## config.mk

```make
export PLATFORM = sky130hd
export DESIGN_NAME = id_ex_hazard_stage
export DESIGN_NICKNAME = d
export VERILOG_FILES = /design/src/rtl/vliw_pkg.sv /design/src/rtl/id_ex_hazard_stage_load_use_detect.sv /design/src/rtl/id_ex_hazard_stage.sv
export SDC_FILE = /design/constraint.sdc
export NUM_CORES = 1
export LEC_CHECK = 0
export ABC_AREA = 1
export ABC_CLOCK_PERIOD_IN_PS = 2000
export CAP_MARGIN = 20
export CORE_ASPECT_RATIO = 1.1
export CORE_MARGIN = 2
export CORE_UTILIZATION = 46
export DETAILED_ROUTE_END_ITERATION = 12
export PLACE_DENSITY = 0.79
export SYNTH_ARGS = -nofsm -noshare
export SYNTH_HDL_FRONTEND = slang
export SYNTH_SLANG_ARGS = --single-unit
export TNS_END_PERCENT = 100
```

## constraint.sdc

```tcl
create_clock -name clk -period 2 [get_ports clk]
set_input_delay 0.4 -clock clk [delete_from_list [all_inputs] [get_ports clk]]
set_output_delay 0.4 -clock clk [all_outputs]
set_load 0.05 [all_outputs]
```

## src/rtl/vliw_pkg.sv

```systemverilog
// Shared types for the 3-slot VLIW pipeline: register/control widths, FSM
// states and the ID/EX bundle layout (also used by EX/MEM).
package vliw_pkg;

  localparam int REG_W  = 3;
  localparam int CTRL_W = 8;
  localparam logic [REG_W-1:0] R0 = '0;

  typedef enum logic {RUN, STALL} state_t;

  typedef struct packed {
    logic              valid;
    logic              regwrite;
    logic              ld;
    logic              st;
    logic [REG_W-1:0]  rn1;
    logic [REG_W-1:0]  rd1;
    logic [REG_W-1:0]  rn2;
    logic [REG_W-1:0]  rd2;
    logic [REG_W-1:0]  rd3;
    logic [CTRL_W-1:0] ctrl1;
    logic [CTRL_W-1:0] ctrl2;
  } bundle_t;

endpackage

```

## src/rtl/id_ex_hazard_stage_load_use_detect.sv

```systemverilog
// Load-use comparator: a load sitting in EX whose destination feeds any
// source of the bundle waiting in ID. r0 never creates a dependency.
module load_use_detect
  import vliw_pkg::*;
(
  input  logic             id_valid,
  input  logic             ex_valid,
  input  logic             ex_ld,
  input  logic [REG_W-1:0] ex_rd3,
  input  logic [REG_W-1:0] id_rn1,
  input  logic [REG_W-1:0] id_rd1,
  input  logic [REG_W-1:0] id_rn2,
  input  logic [REG_W-1:0] id_rd2,
  output logic             hz
);

  logic match;

  // Slots 1/2 are two-address, so Rd is a source as well as the destination.
  assign match = (ex_rd3 == id_rn1) | (ex_rd3 == id_rd1) |
                 (ex_rd3 == id_rn2) | (ex_rd3 == id_rd2);

  assign hz = id_valid & ex_valid & ex_ld & (ex_rd3 != R0) & match;

endmodule

```

## src/rtl/id_ex_hazard_stage.sv

```systemverilog
// ID/EX pipeline register with load-use interlock: stalls IF/ID and inserts
// LOAD_STALL bubbles when a load in EX feeds the bundle waiting in ID.
module id_ex_hazard_stage
  import vliw_pkg::*;
#(
  parameter int LOAD_STALL = 1,
  parameter int PERF_W     = 16
) (
  input  logic              clk,
  input  logic              rst_n,
  input  logic              id_valid,
  input  logic [REG_W-1:0]  id_rn1,
  input  logic [REG_W-1:0]  id_rd1,
  input  logic [REG_W-1:0]  id_rn2,
  input  logic [REG_W-1:0]  id_rd2,
  input  logic [REG_W-1:0]  id_rd3,
  input  logic              id_regwrite,
  input  logic              id_ld3,
  input  logic              id_st3,
  input  logic [CTRL_W-1:0] id_ctrl1,
  input  logic [CTRL_W-1:0] id_ctrl2,
  input  logic              flush,
  input  logic              ex_hold,
  output logic              stall_o,
  output logic              id_ex_valid,
  output logic              id_ex_regwrite,
  output logic              id_ex_ld,
  output logic              id_ex_st,
  output logic [REG_W-1:0]  id_ex_rn1,
  output logic [REG_W-1:0]  id_ex_rd1,
  output logic [REG_W-1:0]  id_ex_rn2,
  output logic [REG_W-1:0]  id_ex_rd2,
  output logic [REG_W-1:0]  id_ex_rd3,
  output logic [CTRL_W-1:0] id_ex_ctrl1,
  output logic [CTRL_W-1:0] id_ex_ctrl2,
  output logic [PERF_W-1:0] stall_cycles
);

  state_t              state_q, state_d;
  logic [2:0]          cnt_q, cnt_d;
  bundle_t             id_ex_q, id_ex_d, cap;
  logic [PERF_W-1:0]   perf_q;
  logic                perf_inc;
  logic                hz;

  load_use_detect u_detect (
    .id_valid (id_valid),
    .ex_valid (id_ex_q.valid),
    .ex_ld    (id_ex_q.ld),
    .ex_rd3   (id_ex_q.rd3),
    .id_rn1   (id_rn1),
    .id_rd1   (id_rd1),
    .id_rn2   (id_rn2),
    .id_rd2   (id_rd2),
    .hz       (hz)
  );

  // Invalid bundles still latch their fields but never carry live control.
  always_comb begin
    cap          = '0;
    cap.valid    = id_valid;
    cap.regwrite = id_valid & id_regwrite;
    cap.ld       = id_valid & id_ld3;
    cap.st       = id_valid & id_st3;
    cap.rn1      = id_rn1;
    cap.rd1      = id_rd1;
    cap.rn2      = id_rn2;
    cap.rd2      = id_rd2;
    cap.rd3      = id_rd3;
    cap.ctrl1    = id_ctrl1;
    cap.ctrl2    = id_ctrl2;
  end

  always_comb begin
    state_d  = state_q;
    cnt_d    = cnt_q;
    id_ex_d  = id_ex_q;
    stall_o  = 1'b0;
    perf_inc = 1'b0;
    if (flush) begin
      id_ex_d = '0;
      state_d = RUN;
      cnt_d   = '0;
    end else if (ex_hold) begin
      stall_o = 1'b1;
    end else begin
      case (state_q)
        RUN: begin
          if (hz) begin
            stall_o  = 1'b1;
            id_ex_d  = '0;
            perf_inc = 1'b1;
            if (LOAD_STALL > 1) begin
              state_d = STALL;
              cnt_d   = 3'(LOAD_STALL - 1);
            end
          end else begin
            id_ex_d = cap;
          end
        end
        STALL: begin
          stall_o  = 1'b1;
          id_ex_d  = '0;
          perf_inc = 1'b1;
          cnt_d    = cnt_q - 3'd1;
          if (cnt_q == 3'd1) state_d = RUN;
        end
        default: begin
          state_d = RUN;
          cnt_d   = '0;
        end
      endcase
    end
  end

  always_ff @(posedge clk or negedge rst_n) begin
    if (!rst_n) begin
      state_q <= RUN;
      cnt_q   <= '0;
      id_ex_q <= '0;
      perf_q  <= '0;
    end else begin
      state_q <= state_d;
      cnt_q   <= cnt_d;
      id_ex_q <= id_ex_d;
      if (perf_inc && (perf_q != {PERF_W{1'b1}}))
        perf_q <= perf_q + {{(PERF_W-1){1'b0}}, 1'b1};
    end
  end

  assign id_ex_valid    = id_ex_q.valid;
  assign id_ex_regwrite = id_ex_q.regwrite;
  assign id_ex_ld       = id_ex_q.ld;
  assign id_ex_st       = id_ex_q.st;
  assign id_ex_rn1      = id_ex_q.rn1;
  assign id_ex_rd1      = id_ex_q.rd1;
  assign id_ex_rn2      = id_ex_q.rn2;
  assign id_ex_rd2      = id_ex_q.rd2;
  assign id_ex_rd3      = id_ex_q.rd3;
  assign id_ex_ctrl1    = id_ex_q.ctrl1;
  assign id_ex_ctrl2    = id_ex_q.ctrl2;
  assign stall_cycles   = perf_q;

endmodule

```

-- Word-level counts from Yosys, hierarchy flattened
Cells that the tools add are included.
- register bits: 55
- output and inout port bits: 52
- logic and storage cells: 55
- input bits: 39
- equal/unequal tests: 7
- bitwise operators: 11
- add/sub/neg operators: 2
- reductions and logical operators: 4
- multiplexer cells: 17
- operators with widths (kind ; number):
    $mux W35 ; 3
    $pmux W35 S2 ; 1
    $add A16 B1 Y16 const B ; 1
    $ne A16 B16 Y1 const B ; 1
    $eq A3 B3 Y1 ; 4
    $mux W1 ; 9
    $mux W3 ; 3
    $and A1 B1 Y1 ; 7
    $eq A3 B1 Y1 const B ; 1
    $or A1 B1 Y1 ; 3
    $reduce_bool A3 Y1 ; 1
    $sub A3 B1 Y3 const B ; 1
    $ne A2 B2 Y1 const B ; 1
    $pmux W1 S2 ; 1
    $reduce_and A2 Y1 ; 1
    $reduce_bool A2 Y1 ; 1
    $logic_and A1 B1 Y1 ; 1
    $not A1 Y1 ; 1

-- Logic depth before layout (Yosys ltp)
Gate-level depths: netlist of the first run.
- depth in word-level cells: 10
- depth in mapped cells: 12
- gate-level depth less buffers: 10

-- Cells and area by module
Synthesis of the first run repeated with hierarchy kept, for this count alone.
- cells, all modules: 388
- area total of the unflattened synthesis: 2901.5 µm²
- by module, submodules not included (module ; sequential area each (µm²) ; area each (µm²) ; instances ; cells each):
    id_ex_hazard_stage ; 1376.3 ; 2682.6 ; 1 ; 336
    load_use_detect ; 0.0 ; 219.0 ; 1 ; 52

-- Worst setup path after synthesis of the first run
No wires, ideal clock.
- path kind: register to output
- from: register id_ex_q, in the netlist id_ex_rd3[0]
- to: output port stall_o
- slack: -279 ps
- path buffers: 2
- stages on the path, launching flop included: 12
- required time: 1600 ps
- arrival time: 1879 ps
- cell sequence: dfrtp_1 > buf_2 > inv_1 > nand2_1 > nand2_1 > nand3_1 > nand2_1 > o21ai_1 > nand2_2 > buf_2 > o21ai_1 > inv_1
- cells in the longest elaborated chain, start to end: 9
- elaborated cells between the ends (all ways): 14
- those cells by class: eq/ne (4); mux (4); bitwise (5); reduce/logical (1)
- RTL lines (item ; line ; RTL):
    start: declaration ; id_ex_hazard_stage.sv:41 ; bundle_t id_ex_q, id_ex_d, cap;
    start signal: assignment ; id_ex_hazard_stage.sv:125 ; id_ex_q <= id_ex_d;
    $eq A3 B3 Y1 ; id_ex_hazard_stage_load_use_detect.sv:20 ; assign match = (ex_rd3 == id_rn1) | (ex_rd3 == id_rd1) |
    $or A1 B1 Y1 (2 in series) ; id_ex_hazard_stage_load_use_detect.sv:20 ;
    $or A1 B1 Y1 ; id_ex_hazard_stage_load_use_detect.sv:21 ; (ex_rd3 == id_rn2) | (ex_rd3 == id_rd2);
    $and A1 B1 Y1 (*) ; id_ex_hazard_stage_load_use_detect.sv:23 ; assign hz = id_valid & ex_valid & ex_ld & (ex_rd3 != R0) & match;
    $mux W1 (*) ; id_ex_hazard_stage.sv:89 ; if (hz) begin
    $pmux W1 S2 (*) ; id_ex_hazard_stage.sv:87 ; case (state_q)
    $mux W1 (*) ; id_ex_hazard_stage.sv:84 ; end else if (ex_hold) begin
    $mux W1 (*) ; id_ex_hazard_stage.sv:80 ; if (flush) begin
    end: declaration ; id_ex_hazard_stage.sv:24 ; output logic stall_o,
Mark *: on every way between the ends. The rest lies on a longest branch, timed or not.

-- Final worst setup path of the first run
- from: register id_ex_q, in the netlist id_ex_rd3[2]
- to: output port stall_o
Same word-level chain as after synthesis.

==> impl_metrics.ini, run 1 <==
[clock_network]
htreeDepth = 2
tritoncts = built
clkSinkCount = 55
cts_max_path_buffers = 2
clk-insertion-delay-late_ns = 0.31
clk_pin_slew_ns = 0.10
cts_buffers = 5
ctsRootBufferMaster = clkbuf_8

[die]
core.rowCount = 29
start_util = 0.478
die_area_um2 = 6630
die_h_um = 85.2
core_area_um2 = 5770
chipWidth_um = 77.8
ioPinCount = 91

[setup_path]
endpoint = stall_o
cpPeakStageDelay_ns = 0.45
crit_slowest_cell = dfrtp_2
required_ns = 1.60
path_delay_family = flip-flops
worst-path-buf-inv = 3
rr_worst_depth = 12
reg2reg_from = id_ex_rd3[1]$_DFFE_PN0P_
crit_type = reg -> out
r2r_end = stall_cycles[9]$_DFFE_PN0P_
cp-startpoint = id_ex_rd3[2]$_DFFE_PN0P_
r2r_slack_ns = 0.06
crit_chain = inv_2 -> nand2_1 -> nand2_1 -> nand3_2 -> nand2_2 -> o21ai_2 -> nand2_2 -> o21ai_2 -> inv_2 -> buf_12
crit_arrival_ns = 1.72
cp.depth = 10
crit_path_start_kind = flop
endpoint_kind = primary output
path_max_fanout = 7

[routing]
avgRoutedWirePerCell_um = 14.0
drc = 0
dr.pass1.iters = 4
wl_mm = 7.58
antenna_left = 0
vias_per_cell = 5.16
first_iter_violations = 120
num_vias = 2791

[finish]
fin_nets = 505
multiInputGateArea_um2 = 1280
final_cells = 541
fillers = 449
num_antenna_cells = 0
seq_area_um2 = 1380
fin_area_um2 = 4110
utilization = 0.712
synthToLayoutAreaGrowth_pct = 49.1
drive_gt1_frac = 0.164

[place]
gp_congestion = 0.888
dp_hpwl_mm = 4.93
pre_cts_slack_ns = -0.198
post_dp_cell_area_um2 = 3820
dp.cells = 523
io_buffers = 90

[yosys]
syn_avg_cell_area_um2 = 7.76
synth.area.top_cells = dfrtp_1 50%, nand2_1 17%, nand3_1 8.4%
synth_ff_type = dfrtp_1
yosysSeqAreaShare = 0.499
synth_edf_count = 0
netlist_instances = 355
yosysUniqueCellTypes = 22
yosysMostFrequentCell = nand2_1
netlist.area_leader.share = 0.499
synth_common_cells = 126 x nand2_1, 55 x dfrtp_1, 46 x nand3_1
syn_area_um2 = 2760
yosysWarnings = 0
synthArstFlopShare = 1.00
ys_ff_latch = 55
yosysTopAreaCell = dfrtp_1
syn-num-nets = 397

[global_route]
antenna_found_initial = 0
grt_max_degree = 56
grt_pass1_wl_mm = 12.0
grt_pass1_vias = 2670
gr-total-overflow = 0
grtUsageTotal = 0.224

[power_and_ir_drop]
peakVddDrop_v = 0.000343
total_power_mw = 2.32
p_leak_nw = 2.16
power_density_nw_per_um2 = 565

[job]
cap_violations = 0

[sta]
timing.fmax_mhz = 473
fin_tns_setup_ns = -0.116
setup_viol = 1
relSlewSlack = 0.639
timing.final.max_slew_violations = 0
worst_hold_slack_ns = 0.0731
rsz0062_at_grt = yes
layout_min_cycle_time_ns = 2.12
skew_ns = 0.00580
fin_crit_sh = 1.06
tightest_slew_ns = 0.540
finalHoldViolations = 0
layout_setup_ws_ns = -0.116

[outcome]
violations = negative setup slack
status = finished, violations left

[worst_hold_path]
hold_path.class = in -> async
## sequential cells by signal, indices dropped and copies added (netlist names)
signal / flops
id_ex_rd3: 3
id_ex_valid: 1
id_ex_ctrl1: 8
id_ex_rd1: 3
id_ex_st: 1
id_ex_ld: 1
id_ex_rn2: 3
state_q: 1
id_ex_ctrl2: 8
id_ex_rd2: 3
stall_cycles: 16
id_ex_rn1: 3
cnt_q: 3
id_ex_regwrite: 1
## where the power goes
part	internal [mW]	total [mW]	switching (mW)
Clock	0.251	0.634	0.383
Combinational	0.201	0.509	0.308
Sequential	1.15	1.18	0.0288
Total	1.60	2.32	0.720
## cell families after synthesis
group,after synthesis,synth area share
AOI/OAI and AO/OA,13,0.0245
xor gates and xnor gates,13,0.0413
adders and majority gates,3,0.0136
buffers and inverters,51,0.0740
DFF,55,0.499
and+or+nand+nor,220,0.347
## cells in the final DEF, fill, tap and decap left out, types with 4 or more instances in the layout
| cell type | n |
|---|---|
| nand3_2 | 5 |
| clkbuf_8 | 5 |
| o21ai_2 | 7 |
| nor3_1 | 5 |
| xor2_1 | 5 |
| nor2_1 | 15 |
| inv_1 | 31 |
| buf_4 | 28 |
| nand3_1 | 41 |
| nand2_2 | 6 |
| xnor2_1 | 7 |
| nor2_4 | 4 |
| dlygate4sd2_1 | 12 |
| clkdlybuf4s50_1 | 59 |
| inv_2 | 4 |
| dlymetal6s2s_1 | 10 |
| nand4_1 | 20 |
| buf_6 | 4 |
| nand2_1 | 121 |
| dfrtp_1 | 52 |
## worst min path at each step
stage	to	slack, ns	depth (start not counted)
2_1_floorplan	cnt_q[0]$_DFFE_PN0P_	0.10	0
3_3_place_gp	id_ex_rn2[0]$_DFFE_PN0P_	0.42	2
3_5_place_dp	id_ex_rn2[0]$_DFFE_PN0P_	0.42	2
4_1_cts	id_ex_rn1[0]$_DFFE_PN0P_	0.09	2
5_1_grt	id_ex_rn2[0]$_DFFE_PN0P_	0.08	2
6_report	id_ex_rn2[0]$_DFFE_PN0P_	0.07	2
## what timing repair did
| action | CTS | global route |
|---|---|---|
| setup endpoints to repair | 1 | 53 |
| gates cloned | 0 | 1 |
| pin swaps | 8 | 16 |
| hold buffers | 0 | 0 |
| buffers inserted | 7 | 4 |
| resized for setup | 16 | 35 |
## layer usage
metal / vias up / track usage / part of all wire
met5: - / 0 / 0
li1: 1350 / - / -
met1: 1314 / 0.289 / 0.41
met2: 107 / 0.379 / 0.50
met3: 20 / 0.0479 / 0.071
met4: 0 / 0.0698 / 0.022
## layout make-up
cell class	instances	area share
flip-flops and latches	55	0.336
multi-input cells	249	0.312
repair buffers	117	0.274
inverters	35	0.0320
well taps	77	0.0234
clock buffers	5	0.0167
clock inverters	3	0.00578
(Power assumes the default switching activity.)
==> run 2, diff against run 1 <==
--- a/config.mk
+++ b/config.mk
@@ -5,12 +5,13 @@
 export SDC_FILE = /design/constraint.sdc
 export NUM_CORES = 1
 export LEC_CHECK = 0
-export ABC_AREA = 1
+export ABC_AREA = 0
 export ABC_CLOCK_PERIOD_IN_PS = 2000
 export CAP_MARGIN = 20
 export CORE_ASPECT_RATIO = 1.1
 export CORE_MARGIN = 2
 export CORE_UTILIZATION = 46
+export CTS_CLUSTER_SIZE = 14
 export DETAILED_ROUTE_END_ITERATION = 12
 export PLACE_DENSITY = 0.79
 export SYNTH_ARGS = -nofsm -noshare
==> run 2 against run 1 <==
  * The flow still finishes with violations (negative setup slack)
  * Clock skew up 0.0084 ns
  * Clock power down 5.7%
  * Combinational power hardly changed
  * Maximum frequency is 0.94% higher
  * Sequential share of layout area increased by 1.0 points
  * Cell area decreased by 2.2%
  * Non-clock buffer count decreased by 1
  * Setup slack better by 0.020 ns
  * Die area decreased by 0.69%
  * Global-route usage down 1.0 points
  * Power down 1.7%
  * Sequential power barely moved
  * Critical path type unchanged
  * Highest routed layer unchanged
==> impl_metrics.ini, run 2 <==
[sta]
worst_hold_slack_ns = 0.0714
relSlewSlack = 0.641
tightest_slew_ns = 0.537
finalHoldViolations = 0
rsz0062_at_grt = yes
setup_viol = 7
layout_min_cycle_time_ns = 2.10
fin_tns_setup_ns = -0.184
layout_setup_ws_ns = -0.0958
timing.final.max_slew_violations = 0
fin_crit_sh = 1.05
skew_ns = 0.0142
timing.fmax_mhz = 477

[die]
core_area_um2 = 5770
die_area_um2 = 6580
ioPinCount = 91
start_util = 0.474
chipWidth_um = 77.5
die_h_um = 84.9
core.rowCount = 29

[setup_path]
path_max_fanout = 6
required_ns = 1.60
endpoint_kind = primary output
cp-startpoint = id_ex_rd3[0]$_DFFE_PN0P_
crit_slowest_cell = dfrtp_2
cpPeakStageDelay_ns = 0.53
reg2reg_from = id_ex_rd3[0]$_DFFE_PN0P_
crit_top_cell = a21oi_4
crit_chain = xnor2_2 -> nand3_2 -> nand4_4 -> a21oi_4 -> a21oi_4 -> buf_12
crit_type = reg -> out
crit_path_start_kind = flop
crit_arrival_ns = 1.70

[routing]
top_layer = met4
antenna_left = 0
avgRoutedWirePerCell_um = 15.4
first_iter_violations = 238
vias_per_cell = 5.27
wl_mm = 6.98
met3_wirelength_um = 480
num_vias = 2387
dr.pass1.iters = 4
met2_length_mm = 3.31
drc = 0
met1_length_mm = 3.12

[global_route]
antenna_found_initial = 0
gr-total-overflow = 0
grtUsageTotal = 0.214
grt_max_degree = 56
grt_pass1_wl_mm = 11.3
grt_pass1_vias = 2281

[finish]
multiInputGateArea_um2 = 1310
final_cell_mix = 68 x clkdlybuf4s50_1, 43 x dfrtp_1, 40 x nand2_1
drive_gt1_frac = 0.245
num_antenna_cells = 0
final_common_cell = clkdlybuf4s50_1
utilization = 0.697
largest_reg_flops = 16
fillers = 426
seq_area_um2 = 1390
synthToLayoutAreaGrowth_pct = 46.9
fin_area_um2 = 4020
fin_nets = 417

[clock_network]
cts_max_path_buffers = 2
clk-insertion-delay-late_ns = 0.31
cts_hold_buf = 0
ctsRootBufferMaster = clkbuf_8
clk_pin_slew_ns = 0.10
cts_buffers = 5
tritoncts = built
htreeDepth = 2
clkSinkCount = 55

[power_and_ir_drop]
p_leak_nw = 1.80
peakVddDrop_v = 0.000358
power_density_nw_per_um2 = 568

[yosys]
syn-num-nets = 314
ys_ff_latch = 55
syn_avg_cell_area_um2 = 10.1
synth.area.top_cells = dfrtp_1 50%, nand3_1 6.2%, a21oi_1 6.0%
synth_common_cells = 55 x dfrtp_1, 40 x nand2_1, 34 x nand3_1
netlist_instances = 272
yosysTopAreaCell = dfrtp_1
yosysSeqAreaShare = 0.503
netlist.area_leader.share = 0.503
yosysWarnings = 0
yosysMostFrequentCell = dfrtp_1
synth_edf_count = 0
synth_ff_type = dfrtp_1
synthArstFlopShare = 1.00
syn_area_um2 = 2740
yosysUniqueCellTypes = 37

[place]
gp_congestion = 0.796
dp_hpwl_mm = 4.59
post_dp_cell_area_um2 = 3830
io_buffers = 90

[outcome]
status = finished, violations left
violations = negative setup slack

[worst_hold_path]
hold_path.class = in -> async

[job]
cap_violations = 0
## run 2: changes by cell type after synthesis, sizes merged, moves of 8 or more
cell / before / now
o21ai: 11 / 1
xnor2: 8 / 16
inv: 35 / 4
a21oi: 1 / 36
nand4: 20 / 6
nand2: 128 / 40
nor2: 20 / 12
## run 2: kinds of logic (layout without fill, tap and decap cells)
kind of cell / Yosys count / in the layout / share of synthesized area
AO/OA/AOI/OAI: 41 / 41 / 0.0860
flip-flops: 55 / 55 / 0.503
XOR/XNOR: 28 / 28 / 0.0896
buffers and inverters: 25 / 129 / 0.0645
multiplexers: 2 / 2 / 0.00823
adder cells (fa/ha/maj): 3 / 3 / 0.0137
AND/OR/NAND/NOR: 118 / 118 / 0.235
## run 2: report_power, final
part,internal [mW],total (mW),switching (mW)
Sequential,1.15,1.18,0.0312
Combinational,0.213,0.507,0.293
Clock,0.246,0.598,0.353
Total,1.61,2.28,0.677
## run 2: final cells by class
cell class | instances | area share
flip-flops and latches | 55 | 0.346
clock inverters | 2 | 0.00311
multi-input cells | 192 | 0.326
well taps | 77 | 0.0240
inverters | 5 | 0.00467
repair buffers | 116 | 0.278
clock buffers | 6 | 0.0181
## run 2: per-layer routing
metal	global-route usage	vias to the layer above
li1	-	1127
met1	0.313	1159
met2	0.320	94
met3	0.0553	7
met4	0.0536	0
met5	0	-
## run 2: worst paths after layout
check                                              end  slack [ns]  depth (start not counted)
max                                            stall_o        -0.1                          6
min in group clk                  id_ex_st$_DFFE_PN0P_        0.44                          3
min                         id_ex_ctrl1[6]$_DFFE_PN0P_        0.07                          2
min reg2reg                stall_cycles[5]$_DFFE_PN0P_        0.49                          1
max in group asynchronous  stall_cycles[2]$_DFFE_PN0P_        1.65                          2
max reg2reg                stall_cycles[2]$_DFFE_PN0P_       -0.02                          8
## run 2: critical path, delay by kind of cell (launching register included)
family | cells | cell delay [ns]
flip-flops | 1 | 0.53
AND/OR/NAND/NOR | 2 | 0.24
buffers and inverters | 1 | 0.15
AO/OA/AOI/OAI | 2 | 0.27
XOR/XNOR | 1 | 0.19
## run 2: stage by stage
step,power [mW],cells,worst slack [ns]
global placement,1.68,441,-0.216
finish,2.28,453,-0.0958
floorplan,1.46,272,-0.0751
CTS,2.28,451,-0.129
detailed placement,1.69,441,-0.268
global route,2.39,453,-0.163
## run 2: timing repair
item,4_1_cts,5_1_grt
cloned,0,1
setup buffers,2,1
gates resized for setup,11,12
setup endpoints to repair,3,26
pin swaps,4,6
==> run 3, diff against run 2 <==
--- a/config.mk
+++ b/config.mk
@@ -10,10 +10,10 @@
 export CAP_MARGIN = 20
 export CORE_ASPECT_RATIO = 1.1
 export CORE_MARGIN = 2
-export CORE_UTILIZATION = 46
+export CORE_UTILIZATION = 45
 export CTS_CLUSTER_SIZE = 14
 export DETAILED_ROUTE_END_ITERATION = 12
-export PLACE_DENSITY = 0.79
+export PLACE_DENSITY = 0.78
 export SYNTH_ARGS = -nofsm -noshare
 export SYNTH_HDL_FRONTEND = slang
 export SYNTH_SLANG_ARGS = --single-unit
==> run 3 against run 2 <==
  * Critical path depth unchanged
  * Register-to-register slack better by 0.06 ns
  * Combinational power up 1%
  * Cell area up 0.31%
  * Clock power down 1%
  * Setup slack better by 0.041 ns
  * Critical endpoint unchanged
  * The flow still finishes with violations (negative setup slack)
  * Power down 0.14%
  * Maximum frequency up 2.0%
==> impl_metrics.ini, run 3 (synthesis results as in run 2) <==
[place]
io_buffers = 90
dp.cells = 439
post_dp_cell_area_um2 = 3830
dp_hpwl_mm = 4.83
gp_congestion = 0.760

[finish]
fin_area_um2 = 4030
final_common_cell = clkdlybuf4s50_1
num_antenna_cells = 0
fillers = 451
fin_nets = 415
drive_gt1_frac = 0.238
final_cell_mix = 65 x clkdlybuf4s50_1, 43 x dfrtp_1, 40 x nand2_1
final_cells = 451
largest_reg_flops = 16
synthToLayoutAreaGrowth_pct = 47.4

[die]
die_h_um = 85.8
die_area_um2 = 6720
core.rowCount = 29
chipWidth_um = 78.4
ioPinCount = 91
core_area_um2 = 5810
start_util = 0.471

[routing]
num_vias = 2391
dr.pass1.iters = 4
drc = 0
first_iter_violations = 159
wl_mm = 6.96
vias_per_cell = 5.30
avgRoutedWirePerCell_um = 15.4
antenna_left = 0

[clock_network]
cts_max_path_buffers = 2
htreeDepth = 2
tritoncts = built
clk-insertion-delay-late_ns = 0.30
clkSinkCount = 55
cts_buffers = 5
ctsRootBufferMaster = clkbuf_8
clk_pin_slew_ns = 0.10

[global_route]
gr-total-overflow = 0
grtUsageTotal = 0.210
grt_max_degree = 37
grt_pass1_wl_mm = 11.3
grt_pass1_vias = 2350
antenna_found_initial = 0

[sta]
layout_setup_ws_ns = -0.0552
fin_tns_setup_ns = -0.0552
rsz0062_at_grt = yes
skew_ns = 0.0147
timing.final.max_slew_violations = 0
relSlewSlack = 0.627
tightest_slew_ns = 0.560
timing.fmax_mhz = 487
fin_crit_sh = 1.03
setup_viol = 1
layout_min_cycle_time_ns = 2.06
finalHoldViolations = 0

[power_and_ir_drop]
peakVddDrop_v = 0.000346
power_density_nw_per_um2 = 566
total_power_mw = 2.28
p_leak_nw = 1.85

[setup_path]
r2r_slack_ns = 0.04
crit_top_cell = a21oi_4
crit_chain = xnor2_2 -> nand3_1 -> nand4_4 -> a21oi_4 -> a21oi_4 -> buf_12
cpPeakStageDelay_ns = 0.52
crit_path_start_kind = flop
required_ns = 1.60
endpoint_kind = primary output
crit_arrival_ns = 1.66
crit_type = reg -> out
crit_slowest_cell = dfrtp_2
path_max_fanout = 6

[worst_hold_path]
hold_path.class = in -> async

[outcome]
violations = negative setup slack
status = finished, violations left

[job]
cap_violations = 0
[run 3: cell types whose count changed in the layout (fill, tap and decap cells not counted), moves of 2 or more]
cell	previous run	this run
buf_4	30	27
clkdlybuf4s50_1	68	65
dlygate4sd2_1	9	12
dlymetal6s2s_1	3	5
xnor2_1	8	5
xnor2_2	8	11
[run 3: layer usage]
layer / share of wire / track usage / up-vias
met5: 0 / 0 / -
met4: 0.0082 / 0.0463 / 0
met3: 0.049 / 0.0442 / 8
met2: 0.48 / 0.343 / 84
met1: 0.46 / 0.291 / 1170
li1: - / - / 1129
[run 3: area by class of cell]
type	count	area [µm²]	area share
clock buffers	7	76.3	0.0189
flip-flops and latches	55	1390	0.345
multi-input cells	192	1340	0.331
repair buffers	114	1110	0.274
well taps	77	96.3	0.0239
clock inverters	1	7.51	0.00186
inverters	5	18.8	0.00465
[run 3: worst paths after layout]
| kind | start | endpoint | cells after the start |
|---|---|---|---|
| max reg2reg | id_ex_rd3[2]$_DFFE_PN0P_ | stall_cycles[12]$_DFFE_PN0P_ | 7 |
| min | rst_n | id_ex_ctrl1[2]$_DFFE_PN0P_ | 1 |
| min reg2reg | stall_cycles[5]$_DFFE_PN0P_ | stall_cycles[5]$_DFFE_PN0P_ | 1 |
| max in group asynchronous | rst_n | stall_cycles[2]$_DFFE_PN0P_ | 2 |
| min in group clk | stall_cycles[5]$_DFFE_PN0P_ | stall_cycles[5]$_DFFE_PN0P_ | 1 |
| max | id_ex_rd3[2]$_DFFE_PN0P_ | stall_o | 6 |
[run 3: worst max-delay path: cells and delay by family, from the launching register on]
kind                   cells  cell delay (ns)
flip-flops                 1             0.52
AO/OA/AOI/OAI              2             0.26
XOR/XNOR                   1             0.16
buffers and inverters      1             0.15
AND/OR/NAND/NOR            2             0.26
[run 3: timing repair]
action	in CTS	in global routing
buffers inserted	4	0
setup endpoints to repair	2	12
hold buffers	0	0
pin swaps	5	11
gates resized for setup	15	16
[run 3: report_power, final]
part           internal (mW)  total [mW]  switching, mW
combinational          0.216       0.512          0.296
sequential              1.15        1.18         0.0301
clock                  0.249       0.591          0.342
total                   1.61        2.28          0.668
[run 3: per-stage QoR]
stage	hold slack [ns]	util	setup slack, ns
6_report	0.0810	0.695	-0.0552
5_1_grt	0.107	0.695	-0.112
4_1_cts	0.0854	0.681	-0.0914
3_5_place_dp	0.419	0.660	-0.301
3_3_place_gp	0.405	0.660	-0.271
2_1_floorplan	0.104	-	-0.0751
